[src/rtl/mic_i2s_capture_if.sv]
// Downstream word handshake of mic_i2s_capture: FIFO head word, its channel tag,
// and valid/ready flow control towards the SRAM writer.
interface mic_i2s_capture_if #(
  parameter int DATA_W = 16
) ();
  logic [DATA_W-1:0] o_data;
  logic              o_valid;
  logic              i_ready;
  logic              o_chan;

  modport master (output o_data, output o_valid, output o_chan, input i_ready);
  modport slave  (input o_data, input o_valid, input o_chan, output i_ready);
endinterface

[src/rtl/mic_i2s_capture.sv]
// I2S microphone capture: synchronises BCLK/LRCK/DAT, deserialises one channel
// (both when MIC_STEREO_EN is defined) and buffers words in a small FIFO.
module mic_i2s_capture #(
  parameter int DATA_W      = 16,
  parameter int FIFO_DEPTH  = 8,
  parameter int CHANNEL     = 0,
  parameter int SYNC_STAGES = 2
) (
  input  logic                  i_clk,
  input  logic                  i_rst_n,
  input  logic                  i_start,
  input  logic                  i_stop,
  input  logic                  i_BCLK,
  input  logic                  i_LRCK,
  input  logic                  i_DAT,
  mic_i2s_capture_if.master     bus,
  output logic                  o_busy,
  output logic                  o_overflow,
  output logic [15:0]           o_sample_cnt
);

  localparam int PTR_W = (FIFO_DEPTH > 1) ? $clog2(FIFO_DEPTH) : 1;
  localparam int CNT_W = PTR_W + 1;
  localparam int BIT_W = $clog2(DATA_W + 1);

`ifdef MIC_STEREO_EN
  typedef struct packed {
    logic              chan;
    logic [DATA_W-1:0] data;
  } entry_t;
`else
  localparam logic CHAN_BIT = (CHANNEL != 0);
  typedef struct packed {
    logic [DATA_W-1:0] data;
  } entry_t;
`endif

  typedef enum logic [1:0] {IDLE, WAIT_FRAME, SHIFT} state_t;

  logic [SYNC_STAGES-1:0] bclk_sync_q, bclk_sync_d;
  logic [SYNC_STAGES-1:0] lrck_sync_q, lrck_sync_d;
  logic [SYNC_STAGES-1:0] dat_sync_q,  dat_sync_d;
  logic                   bclk_prev_q, bclk_prev_d;
  logic                   lr_prev_q,   lr_prev_d;

  state_t                 state_q, state_d;
  logic [DATA_W-1:0]      shift_q, shift_d;
  logic [BIT_W-1:0]       bit_cnt_q, bit_cnt_d;
`ifdef MIC_STEREO_EN
  logic                   cur_chan_q, cur_chan_d;
`endif

  entry_t                 mem_q [FIFO_DEPTH];
  logic [PTR_W-1:0]       wr_ptr_q, wr_ptr_d;
  logic [PTR_W-1:0]       rd_ptr_q, rd_ptr_d;
  logic [CNT_W-1:0]       count_q, count_d;
  logic                   valid_q, valid_d;
  entry_t                 head_q, head_d;
  logic                   overflow_q, overflow_d;
  logic [15:0]            sample_cnt_q, sample_cnt_d;

  logic                   bclk_s, lrck_s, dat_s;
  logic                   bclk_rise, lr_edge, lane_ok, frame_start;
  logic [DATA_W-1:0]      shifted_word;
  logic                   push, accept, pop, full;
  entry_t                 push_entry;

  assign bclk_s       = bclk_sync_q[SYNC_STAGES-1];
  assign lrck_s       = lrck_sync_q[SYNC_STAGES-1];
  assign dat_s        = dat_sync_q[SYNC_STAGES-1];
  assign bclk_rise    = bclk_s & ~bclk_prev_q;
  assign lr_edge      = bclk_rise && (lrck_s != lr_prev_q);
`ifdef MIC_STEREO_EN
  assign lane_ok      = 1'b1;
`else
  assign lane_ok      = (lrck_s == CHAN_BIT);
`endif
  assign frame_start  = lr_edge && lane_ok;
  assign shifted_word = {shift_q[DATA_W-2:0], dat_s};
  assign pop          = valid_q && bus.i_ready;
  assign full         = (count_q == CNT_W'(FIFO_DEPTH));

  always_comb begin
    // NOTE: every _d gets its hold value first so no path through this block infers a latch.
    bclk_sync_d  = {bclk_sync_q[SYNC_STAGES-2:0], i_BCLK};
    lrck_sync_d  = {lrck_sync_q[SYNC_STAGES-2:0], i_LRCK};
    dat_sync_d   = {dat_sync_q[SYNC_STAGES-2:0],  i_DAT};
    bclk_prev_d  = bclk_s;
    lr_prev_d    = bclk_rise ? lrck_s : lr_prev_q;
    state_d      = state_q;
    shift_d      = shift_q;
    bit_cnt_d    = bit_cnt_q;
`ifdef MIC_STEREO_EN
    cur_chan_d   = cur_chan_q;
`endif
    push         = 1'b0;
    accept       = 1'b0;
    push_entry   = '0;
    wr_ptr_d     = wr_ptr_q;
    rd_ptr_d     = rd_ptr_q;
    count_d      = count_q;
    valid_d      = valid_q;
    head_d       = head_q;
    overflow_d   = overflow_q;
    sample_cnt_d = sample_cnt_q;

    if (i_start) begin
      state_d   = WAIT_FRAME;
      shift_d   = '0;
      bit_cnt_d = '0;
    end else if (i_stop) begin
      state_d   = IDLE;
      shift_d   = '0;
      bit_cnt_d = '0;
    end else if (bclk_rise) begin
      case (state_q)
        WAIT_FRAME: if (frame_start) begin
          state_d   = SHIFT;
          shift_d   = '0;
          bit_cnt_d = '0;
`ifdef MIC_STEREO_EN
          cur_chan_d = lrck_s;
`endif
        end
        SHIFT: if (lr_edge) begin
          // Slot ended early: drop the partial word and treat this rise as a frame edge.
          state_d   = frame_start ? SHIFT : WAIT_FRAME;
          shift_d   = '0;
          bit_cnt_d = '0;
`ifdef MIC_STEREO_EN
          cur_chan_d = lrck_s;
`endif
        end else begin
          shift_d   = shifted_word;
          bit_cnt_d = bit_cnt_q + BIT_W'(1);
          if (bit_cnt_q == BIT_W'(DATA_W - 1)) begin
            push    = 1'b1;
            state_d = WAIT_FRAME;
          end
        end
        default: ;
      endcase
    end

    push_entry.data = shifted_word;
`ifdef MIC_STEREO_EN
    push_entry.chan = cur_chan_q;
`endif

    if (i_start) begin
      wr_ptr_d     = '0;
      rd_ptr_d     = '0;
      count_d      = '0;
      valid_d      = 1'b0;
      overflow_d   = 1'b0;
      sample_cnt_d = '0;
    end else begin
      if (pop) rd_ptr_d = rd_ptr_q + PTR_W'(1);
      if (push) begin
        if (!full || pop) begin
          accept       = 1'b1;
          wr_ptr_d     = wr_ptr_q + PTR_W'(1);
          sample_cnt_d = sample_cnt_q + 16'd1;
        end else begin
          overflow_d = 1'b1;
        end
      end
      case ({accept, pop})
        2'b10:   count_d = count_q + CNT_W'(1);
        2'b01:   count_d = count_q - CNT_W'(1);
        default: ;
      endcase
      valid_d = (count_d != '0);
      // Registered head: bypass the pushed word when it lands in an otherwise empty FIFO.
      if (count_d != '0) head_d = (accept && count_d == CNT_W'(1)) ? push_entry : mem_q[rd_ptr_d];
    end
  end

  // NOTE: the FIFO storage carries no reset; only pointers and count define its contents.
  always_ff @(posedge i_clk) begin
    if (accept) mem_q[wr_ptr_q] <= push_entry;
  end

  // NOTE: state registers use non-blocking assignments so every flop samples pre-edge values.
  always_ff @(posedge i_clk or negedge i_rst_n) begin
    if (!i_rst_n) begin
      bclk_sync_q  <= '0;
      lrck_sync_q  <= '0;
      dat_sync_q   <= '0;
      bclk_prev_q  <= 1'b0;
      lr_prev_q    <= 1'b0;
      state_q      <= IDLE;
      shift_q      <= '0;
      bit_cnt_q    <= '0;
`ifdef MIC_STEREO_EN
      cur_chan_q   <= 1'b0;
`endif
      wr_ptr_q     <= '0;
      rd_ptr_q     <= '0;
      count_q      <= '0;
      valid_q      <= 1'b0;
      head_q       <= '0;
      overflow_q   <= 1'b0;
      sample_cnt_q <= '0;
    end else begin
      bclk_sync_q  <= bclk_sync_d;
      lrck_sync_q  <= lrck_sync_d;
      dat_sync_q   <= dat_sync_d;
      bclk_prev_q  <= bclk_prev_d;
      lr_prev_q    <= lr_prev_d;
      state_q      <= state_d;
      shift_q      <= shift_d;
      bit_cnt_q    <= bit_cnt_d;
`ifdef MIC_STEREO_EN
      cur_chan_q   <= cur_chan_d;
`endif
      wr_ptr_q     <= wr_ptr_d;
      rd_ptr_q     <= rd_ptr_d;
      count_q      <= count_d;
      valid_q      <= valid_d;
      head_q       <= head_d;
      overflow_q   <= overflow_d;
      sample_cnt_q <= sample_cnt_d;
    end
  end

  assign bus.o_valid   = valid_q;
  assign bus.o_data    = head_q.data;
`ifdef MIC_STEREO_EN
  assign bus.o_chan    = head_q.chan;
`else
  assign bus.o_chan    = CHAN_BIT;
`endif
  assign o_busy        = (state_q != IDLE);
  assign o_overflow    = overflow_q;
  assign o_sample_cnt  = sample_cnt_q;

endmodule
[src/flat_wrapper.sv]
// flat-port wrapper written by rule: the top's interface ports become plain ports
module mic_i2s_capture_flat 
#(
  parameter int DATA_W      = 16,
  parameter int FIFO_DEPTH  = 8,
  parameter int CHANNEL     = 0,
  parameter int SYNC_STAGES = 2
)
  (i_clk, i_rst_n, i_start, i_stop, i_BCLK, i_LRCK, i_DAT, o_busy, o_overflow, o_sample_cnt, bus_o_data, bus_o_valid, bus_o_chan, bus_i_ready);
  mic_i2s_capture_if #(.DATA_W(DATA_W)) bus_i ();
  input  logic i_clk;
  input  logic i_rst_n;
  input  logic i_start;
  input  logic i_stop;
  input  logic i_BCLK;
  input  logic i_LRCK;
  input  logic i_DAT;
  output logic o_busy;
  output logic o_overflow;
  output logic [15:0] o_sample_cnt;
  output wire logic [$bits(bus_i.o_data)-1:0] bus_o_data;
  output wire logic [$bits(bus_i.o_valid)-1:0] bus_o_valid;
  output wire logic [$bits(bus_i.o_chan)-1:0] bus_o_chan;
  input wire logic [$bits(bus_i.i_ready)-1:0] bus_i_ready;
  assign bus_o_data = bus_i.o_data;
  assign bus_o_valid = bus_i.o_valid;
  assign bus_o_chan = bus_i.o_chan;
  assign bus_i.i_ready = bus_i_ready;
  mic_i2s_capture #(.DATA_W(DATA_W), .FIFO_DEPTH(FIFO_DEPTH), .CHANNEL(CHANNEL), .SYNC_STAGES(SYNC_STAGES)) u_core (.i_clk(i_clk), .i_rst_n(i_rst_n), .i_start(i_start), .i_stop(i_stop), .i_BCLK(i_BCLK), .i_LRCK(i_LRCK), .i_DAT(i_DAT), .bus(bus_i), .o_busy(o_busy), .o_overflow(o_overflow), .o_sample_cnt(o_sample_cnt));
endmodule
[config.mk]
export PLATFORM = sky130hd
export DESIGN_NAME = mic_i2s_capture_flat
export DESIGN_NICKNAME = d
export VERILOG_FILES = /design/src/rtl/mic_i2s_capture_if.sv /design/src/rtl/mic_i2s_capture.sv /design/src/flat_wrapper.sv
export SDC_FILE = /design/constraint.sdc
export NUM_CORES = 1
export LEC_CHECK = 0
export CAP_MARGIN = 20
export CORE_ASPECT_RATIO = 1.4
export CORE_MARGIN = 10
export CORE_UTILIZATION = 45
export CTS_CLUSTER_DIAMETER = 30
export DETAILED_ROUTE_END_ITERATION = 12
export DONT_BUFFER_PORTS = 1
export GPL_TIMING_DRIVEN = 0
export HOLD_SLACK_MARGIN = 0.12
export MAX_ROUTING_LAYER = met4
export PLACE_DENSITY = 0.62
export SLEW_MARGIN = 20
export SYNTH_ARGS = -nofsm -noshare
export SYNTH_HDL_FRONTEND = slang
export SYNTH_SLANG_ARGS = --single-unit
[constraint.sdc]
create_clock -name i_clk -period 4 [get_ports i_clk]
set_input_delay 0.2 -clock i_clk [delete_from_list [all_inputs] [get_ports i_clk]]
set_output_delay 0.2 -clock i_clk [all_outputs]
set_load 0.03 [all_outputs]
# Word-level counts from Yosys, hierarchy flattened
# Memories as Yosys holds them, arrays and structs flattened.
# Index checks and enable logic that the tools add are counted.
# word_totals
memories	1
ram_bits	128
elab_cells	103
ff_bits	74
input_bits	8
# memory_table
name	depth	word_bits	rd	rd_ports_with_merged_regs	wr	line	rtl
u_core.mem_q	8	16	1	0	1	mic_i2s_capture.sv:53	entry_t mem_q [FIFO_DEPTH];
# classes
n_reduce_logical	17
n_eq_ne	11
n_addsub	6
bitwise_logic	4
n_mux	49
# op_table
operator	count
15-bit two-way mux	5
16-bit two-way mux	4
15-bit one-hot mux with 2 select lines	1
5-bit two-way mux	5
3-bit two-way mux	6
16-bit by 1-bit adder with 16-bit output (second input constant)	1
1-bit two-way mux	16
2-bit two-way mux	7
5-bit one-hot mux with 2 select lines	1
4-bit two-way mux	2
4-bit one-hot mux with 2 select lines	1
4-bit nonzero test	2
3-bit by 1-bit adder with 3-bit output (second input constant)	2
2-bit AND reduction	3
2-bit nonzero test	3
5-bit by 1-bit adder with 5-bit output (second input constant)	1
5-bit by 4-bit == test with 1-bit output (second input constant)	1
5-bit by 3-bit inequality test with 1-bit output (second input constant)	1
4-bit by 1-bit adder with 4-bit output (second input constant)	1
2-bit by 1-bit == test with 1-bit output (second input constant)	2
2-bit == test (second input constant)	2
4-bit by 1-bit == test with 1-bit output (second input constant)	1
4-bit == test (second input constant)	1
1-bit logical AND	4
other kinds (12)	14

# Logic depth before layout (Yosys ltp)
# depth
depth_word	16
mapped_depth	17

# Worst setup path before layout
# Ideal clock, no wire load.
# synth_path
path_type	register to register
from	reg u_core.bit_cnt_q[0]
to	mem u_core.mem_q[0][0] in the netlist's numbering (enable)
setup_ns	0.430
stages_incl_launch_ff	10
t_arrival_ns	3.214
t_required_ns	3.570
slack_ns	0.356
synth_period_minus_slack_ns	3.644
cell_sequence	dfrtp_1 ha_1 and3_1 ha_1 and4b_1 and3_1 buf_6 o21ai_1 buf_6 nor4_1
# synth_between
elab_chain_cells	12
# synth_lines
element	line	rtl
start: declaration	mic_i2s_capture.sv:48	logic [BIT_W-1:0] bit_cnt_q, bit_cnt_d;
start signal: assignment	mic_i2s_capture.sv:213	bit_cnt_q <= bit_cnt_d;
5-bit by 4-bit == test with 1-bit output	mic_i2s_capture.sv:136	if (bit_cnt_q == BIT_W'(DATA_W - 1)) begin
1-bit two-way mux	mic_i2s_capture.sv:136	
1-bit two-way mux	mic_i2s_capture.sv:125	SHIFT: if (lr_edge) begin
1-bit two-way mux	mic_i2s_capture.sv:116	case (state_q)
1-bit two-way mux	mic_i2s_capture.sv:115	end else if (bclk_rise) begin
1-bit two-way mux	mic_i2s_capture.sv:111	end else if (i_stop) begin
1-bit two-way mux	mic_i2s_capture.sv:107	if (i_start) begin
1-bit two-way mux	mic_i2s_capture.sv:159	if (push) begin
1-bit two-way mux (2 in a row)	mic_i2s_capture.sv:150	if (i_start) begin
1-bit two-way mux	mic_i2s_capture.sv:181	if (accept) mem_q[wr_ptr_q] <= push_entry;
1-bit two-way mux (not written as such)	mic_i2s_capture.sv:181	
end: declaration	mic_i2s_capture.sv:53	
# No other way between the ends. The select of a mux whose other input is x is not followed.

# Worst setup path after layout
# layout_path
from	reg u_core.bit_cnt_q[0]
to	reg u_core.head_q (netlist bit u_core.bus.o_data[14])
# layout_between
elab_chain_cells	15
word_cells_on_any_way	18
# layout_lines
element	line	rtl
5-bit by 4-bit == test with 1-bit output *	mic_i2s_capture.sv:136	
1-bit two-way mux *	mic_i2s_capture.sv:136	
1-bit two-way mux *	mic_i2s_capture.sv:125	
1-bit two-way mux *	mic_i2s_capture.sv:116	
1-bit two-way mux *	mic_i2s_capture.sv:115	
1-bit two-way mux *	mic_i2s_capture.sv:111	
1-bit two-way mux *	mic_i2s_capture.sv:107	
1-bit two-way mux *	mic_i2s_capture.sv:159	
1-bit two-way mux *	mic_i2s_capture.sv:150	
2-bit by 1-bit == test with 1-bit output / 2-bit == test (equally long branches)	mic_i2s_capture.sv:168	case ({accept, pop})
4-bit one-hot mux with 2 select lines	mic_i2s_capture.sv:168	
4-bit two-way mux	mic_i2s_capture.sv:150	
4-bit by 1-bit == test with 1-bit output	mic_i2s_capture.sv:175	if (count_d != '0) head_d = (accept && count_d == CNT_W'(1)) ? push_entry : mem_q[rd_ptr_d];
1-bit logical AND	mic_i2s_capture.sv:175	
16-bit two-way mux	mic_i2s_capture.sv:175	
end signal: assignment	mic_i2s_capture.sv:202	head_q <= '0;
end signal: assignment	mic_i2s_capture.sv:221	head_q <= head_d;
end: declaration	mic_i2s_capture.sv:58	entry_t head_q, head_d;
# Mark *: on every way between the ends. The rest lies on a longest branch, timed or not. The select of a mux whose other input is x is not followed.
# A chain may end at the register's enable or synchronous reset.

==> summary.txt <==
Global route
  • Grt total ovfl: 0
  • Busiest grt layer: met2
  • GR Util All Layers: 0.1564
  • Largest net degree at the start of global routing: 75
  • Met1 Resource Use GR: 0.1885
  • Initial antenna violation count: 0
  • Vias in the first global route: between 4,000 and 5,000
  • M2 GR Usage: 0.2549
  • First-pass GRT wire length: 29,450 µm
  • Met3 usage: 0.02981

Logic synthesis
  • Synth Flop Type: edfxtp_1
  • Register area share after synthesis: 0.6667
  • Asr flop ratio synth: 0.3663
  • Netlist cell types: 59
  • #FFs+latches synth: just over 200
  • Mean Syn Cell Area: 16.30 µm²
  • Synthesized instance count: about 520
  • Number of synthesized flops with an enable pin: ~130
  • Yosys Warn Count: 0
  • Post-synthesis cell area: around 0.0085 mm²
  • Syn nets: 543

Placement
  • DP Worst Slack: 0.2731 ns
  • Dpl hpwl: 12,480 µm
  • Gpl congestion: 0.7813
  • I/O Buffers: 0

Clock tree
  • CTS resizes: 0
  • CTS buffer count: 31
  • Cts hold-fix bufs: 7
  • Postcts setup bufs: 0
  • Clock Tree Buf Depth: 3
  • Reg clk slew, reported paths: around 0.05 ns
  • CTS tree: yes
  • CTS root buf: clkbuf_16
  • H-tree Lvls: 1
  • Worst skew pair latency: approximately 0.54 ns
  • Clock tree sinks: 202

Timing
  • Final hold vios: 0
  • Unrepaired setup endpoints after global routing: no
  • Fmax: 0.2675 GHz
  • Pins Over Slew Limit: 0
  • Endpoints failing setup: 0
  • Slack of the critical path: 0.2613 ns
  • Actual slew at the worst max-slew pin: 0.8824 ns
  • Worst hold margin: roughly 0.15 ns
  • Worst slew margin: 0.4068
  • Setup_tns: 0 ns
  • Final worst path period need: 3.739 ns
  • Skew final: 0.01098 ns
  • Final clock period utilization by the worst path: 0.9347

Power and ir drop
  • Sequential share of power: 0.421
  • Power per cell area: 560.0 mW/mm²
  • Psw: ~1.5 mW
  • Comb pwr share: 0.094
  • Tot Pwr: 5.710 mW
  • Leak Pwr: about 4.1 nW
  • Clock share of power: 0.484
  • Int Power: roughly 4.2 mW
  • VDD IR max: 0.3325 mV
  • Sw frac: 0.2579

Finish
  • Layout cells sized above 1: 0.2309
  • N_diodes: 0
  • Commonest non-fill, non-tap cells in the layout: edfxtp_1 (128), dfrtp_1 (74), clkbuf_16 (31)
  • Nets@finish: 597
  • Commonest non-fill, non-tap cell in the layout: edfxtp_1
  • Area grow syn2layout: 19.35%

Routing
  • Via Count: 4,827
  • WL/cell: 22.31 µm
  • Iteration-0 DRC Markers: 376
  • Vias per cell: about 5.7
  • DRC viols: 0
  • Drt first pass iters: 5
  • Routed Antenna Nets: 0
  • Final wirelength: 18,870 µm

Run status
  • Outcome: complete, no violations

Critical path
  • Setup CP Type: register to register
  • Crit end category: register
  • CP Max Fanout: 10
  • Critical Path RT: 4.43 ns
  • CP arrival: 4.17 ns
  • Startpoint Class: register

Floorplanning
  • Die Wd: between 100 and 150 µm
  • Die height: 183.0 µm
  • # IOs: 44
  • Initial Utilization: 0.4592
  • Site Rows: ~60
  • Core area: between 0.015 and 0.02 mm²
  • Die footprint: 0.02497 mm²

Hold path
  • Hold crit path type: input port to register

Job
  • Max Cap Viol: 0
==> worst paths after layout <==
kind                       slack [ns]                                 end  cells after the start                       startpoint
min reg2reg                      0.35      u_core.dat_sync_q[1]$_DFF_PN0_                      0   u_core.dat_sync_q[0]$_DFF_PN0_
max reg2reg                      0.26   u_core.bus.o_data[14]$_DFFE_PN0P_                     16  u_core.bit_cnt_q[0]$_DFFE_PN0P_
max                              0.26   u_core.bus.o_data[14]$_DFFE_PN0P_                     16  u_core.bit_cnt_q[0]$_DFFE_PN0P_
min in group asynchronous        0.22  u_core.o_sample_cnt[3]$_DFFE_PN0P_                      2                          i_rst_n
min                              0.15      u_core.wr_ptr_q[0]$_DFFE_PN0P_                      3                           i_stop
max in group asynchronous        3.46   u_core.bus.o_data[14]$_DFFE_PN0P_                      2                          i_rst_n
==> cells in the mapped netlist, drive strengths merged, types with 2 or more instances <==
| library cell | instances | share of area |
|---|---|---|
| a211oi | 3 | 0.0032 |
| a21o | 18 | 0.016 |
| a21oi | 6 | 0.0040 |
| a221oi | 16 | 0.024 |
| a22o | 18 | 0.018 |
| and2 | 3 | 0.0025 |
| and3 | 7 | 0.0051 |
| buf | 16 | 0.016 |
| clkbuf | 8 | 0.0051 |
| dfrtp | 74 | 0.22 |
| edfxtp | 128 | 0.45 |
| ha | 10 | 0.015 |
| inv | 11 | 0.0048 |
| mux2i | 19 | 0.023 |
| mux4 | 32 | 0.091 |
| nand2 | 24 | 0.011 |
| nand2b | 4 | 0.0029 |
| nand3 | 13 | 0.0076 |
| nand3b | 2 | 0.0032 |
| nand4 | 2 | 0.0015 |
| nor2 | 34 | 0.016 |
| nor2b | 2 | 0.0015 |
| nor3 | 7 | 0.0041 |
| nor4 | 2 | 0.0015 |
| o21ai | 32 | 0.019 |
| xnor2 | 7 | 0.0089 |
| xor2 | 10 | 0.010 |
==> area by class of cell <==
class,count,area (µm²)
clock inverter,23,281.5
buffer,24,177.7
inverter,11,41.29
tap,244,305.3
multi-input combinational,287,2663
fill,1513,8407
timing repair buffer,21,225.2
sequential,202,5695
clock buffer,34,807.0
==> kinds of logic (layout without fill, tap and decap cells) <==
| family | count (synthesis) | after routing | share of synthesized area |
|---|---|---|---|
| flip-flops | 202 | 202 | 0.6667 |
| AND/OR/NAND/NOR | 105 | 105 | 0.06239 |
| AO/OA/AOI/OAI | 101 | 101 | 0.09329 |
| multiplexers | 52 | 52 | 0.1154 |
| buffers and inverters | 35 | 113 | 0.02563 |
| XOR/XNOR | 17 | 17 | 0.01918 |
| adder cells (fa/ha/maj) | 11 | 11 | 0.01699 |
| other | 1 | 1 | 0.0004389 |
==> per-layer routing <==
layer / vias up / share of wire
met2: 151 / 0.51
met3: 47 / 0.059
met1: 2462 / 0.40
li1: 2167 / -
met5: - / 0
met4: 0 / 0.036
==> worst max-delay path, cell delays in order (launching register included) <==
cell and delay, ns:
dfrtp_1 0.40, ha_1 0.20, and3_1 0.16, ha_1 0.16, and4b_1 0.24, nand3_1 0.22, nand2_1 0.23, inv_2 0.08
ha_1 0.28, a21o_2 0.19, a21oi_1 0.20, nand2_1 0.14, a21bo_2 0.24, a21boi_4 0.31, buf_4 0.31, a221oi_2 0.12
a21o_1 0.16
==> sequential cells by signal, summed over array words and instances, names as in the netlist, 3 cells and up <==
name / cells
u_core.bit_cnt_q: 5
u_core.bus.o_data: 16
u_core.count_q: 4
u_core.mem_q: 128
u_core.o_sample_cnt: 16
u_core.rd_ptr_q: 3
u_core.shift_q: 15
u_core.wr_ptr_q: 3
==> stage by stage <==
| stage | utilization | area, µm² | cells |
|---|---|---|---|
| after CTS | 0.5481 | 10200 | 846 |
| after global routing | 0.5481 | 10200 | 846 |
| final | 0.5481 | 10200 | 846 |
| after detailed placement | 0.4849 | 9020 | 782 |
| after floorplan | - | 8543 | 524 |
| after global placement | 0.4757 | 8848 | 768 |
==> power groups by stage <==
stage | registers, mW | logic, mW | clock network [mW]
2_1_floorplan | 2.42 | 0.402 | 0
3_3_place_gp | 2.45 | 0.508 | 0
3_5_place_dp | 2.45 | 0.520 | 0
4_1_cts | 2.41 | 0.547 | 2.81
5_1_grt | 2.41 | 0.590 | 2.91
6_report | 2.40 | 0.539 | 2.77
(Power assumes the default switching activity.)
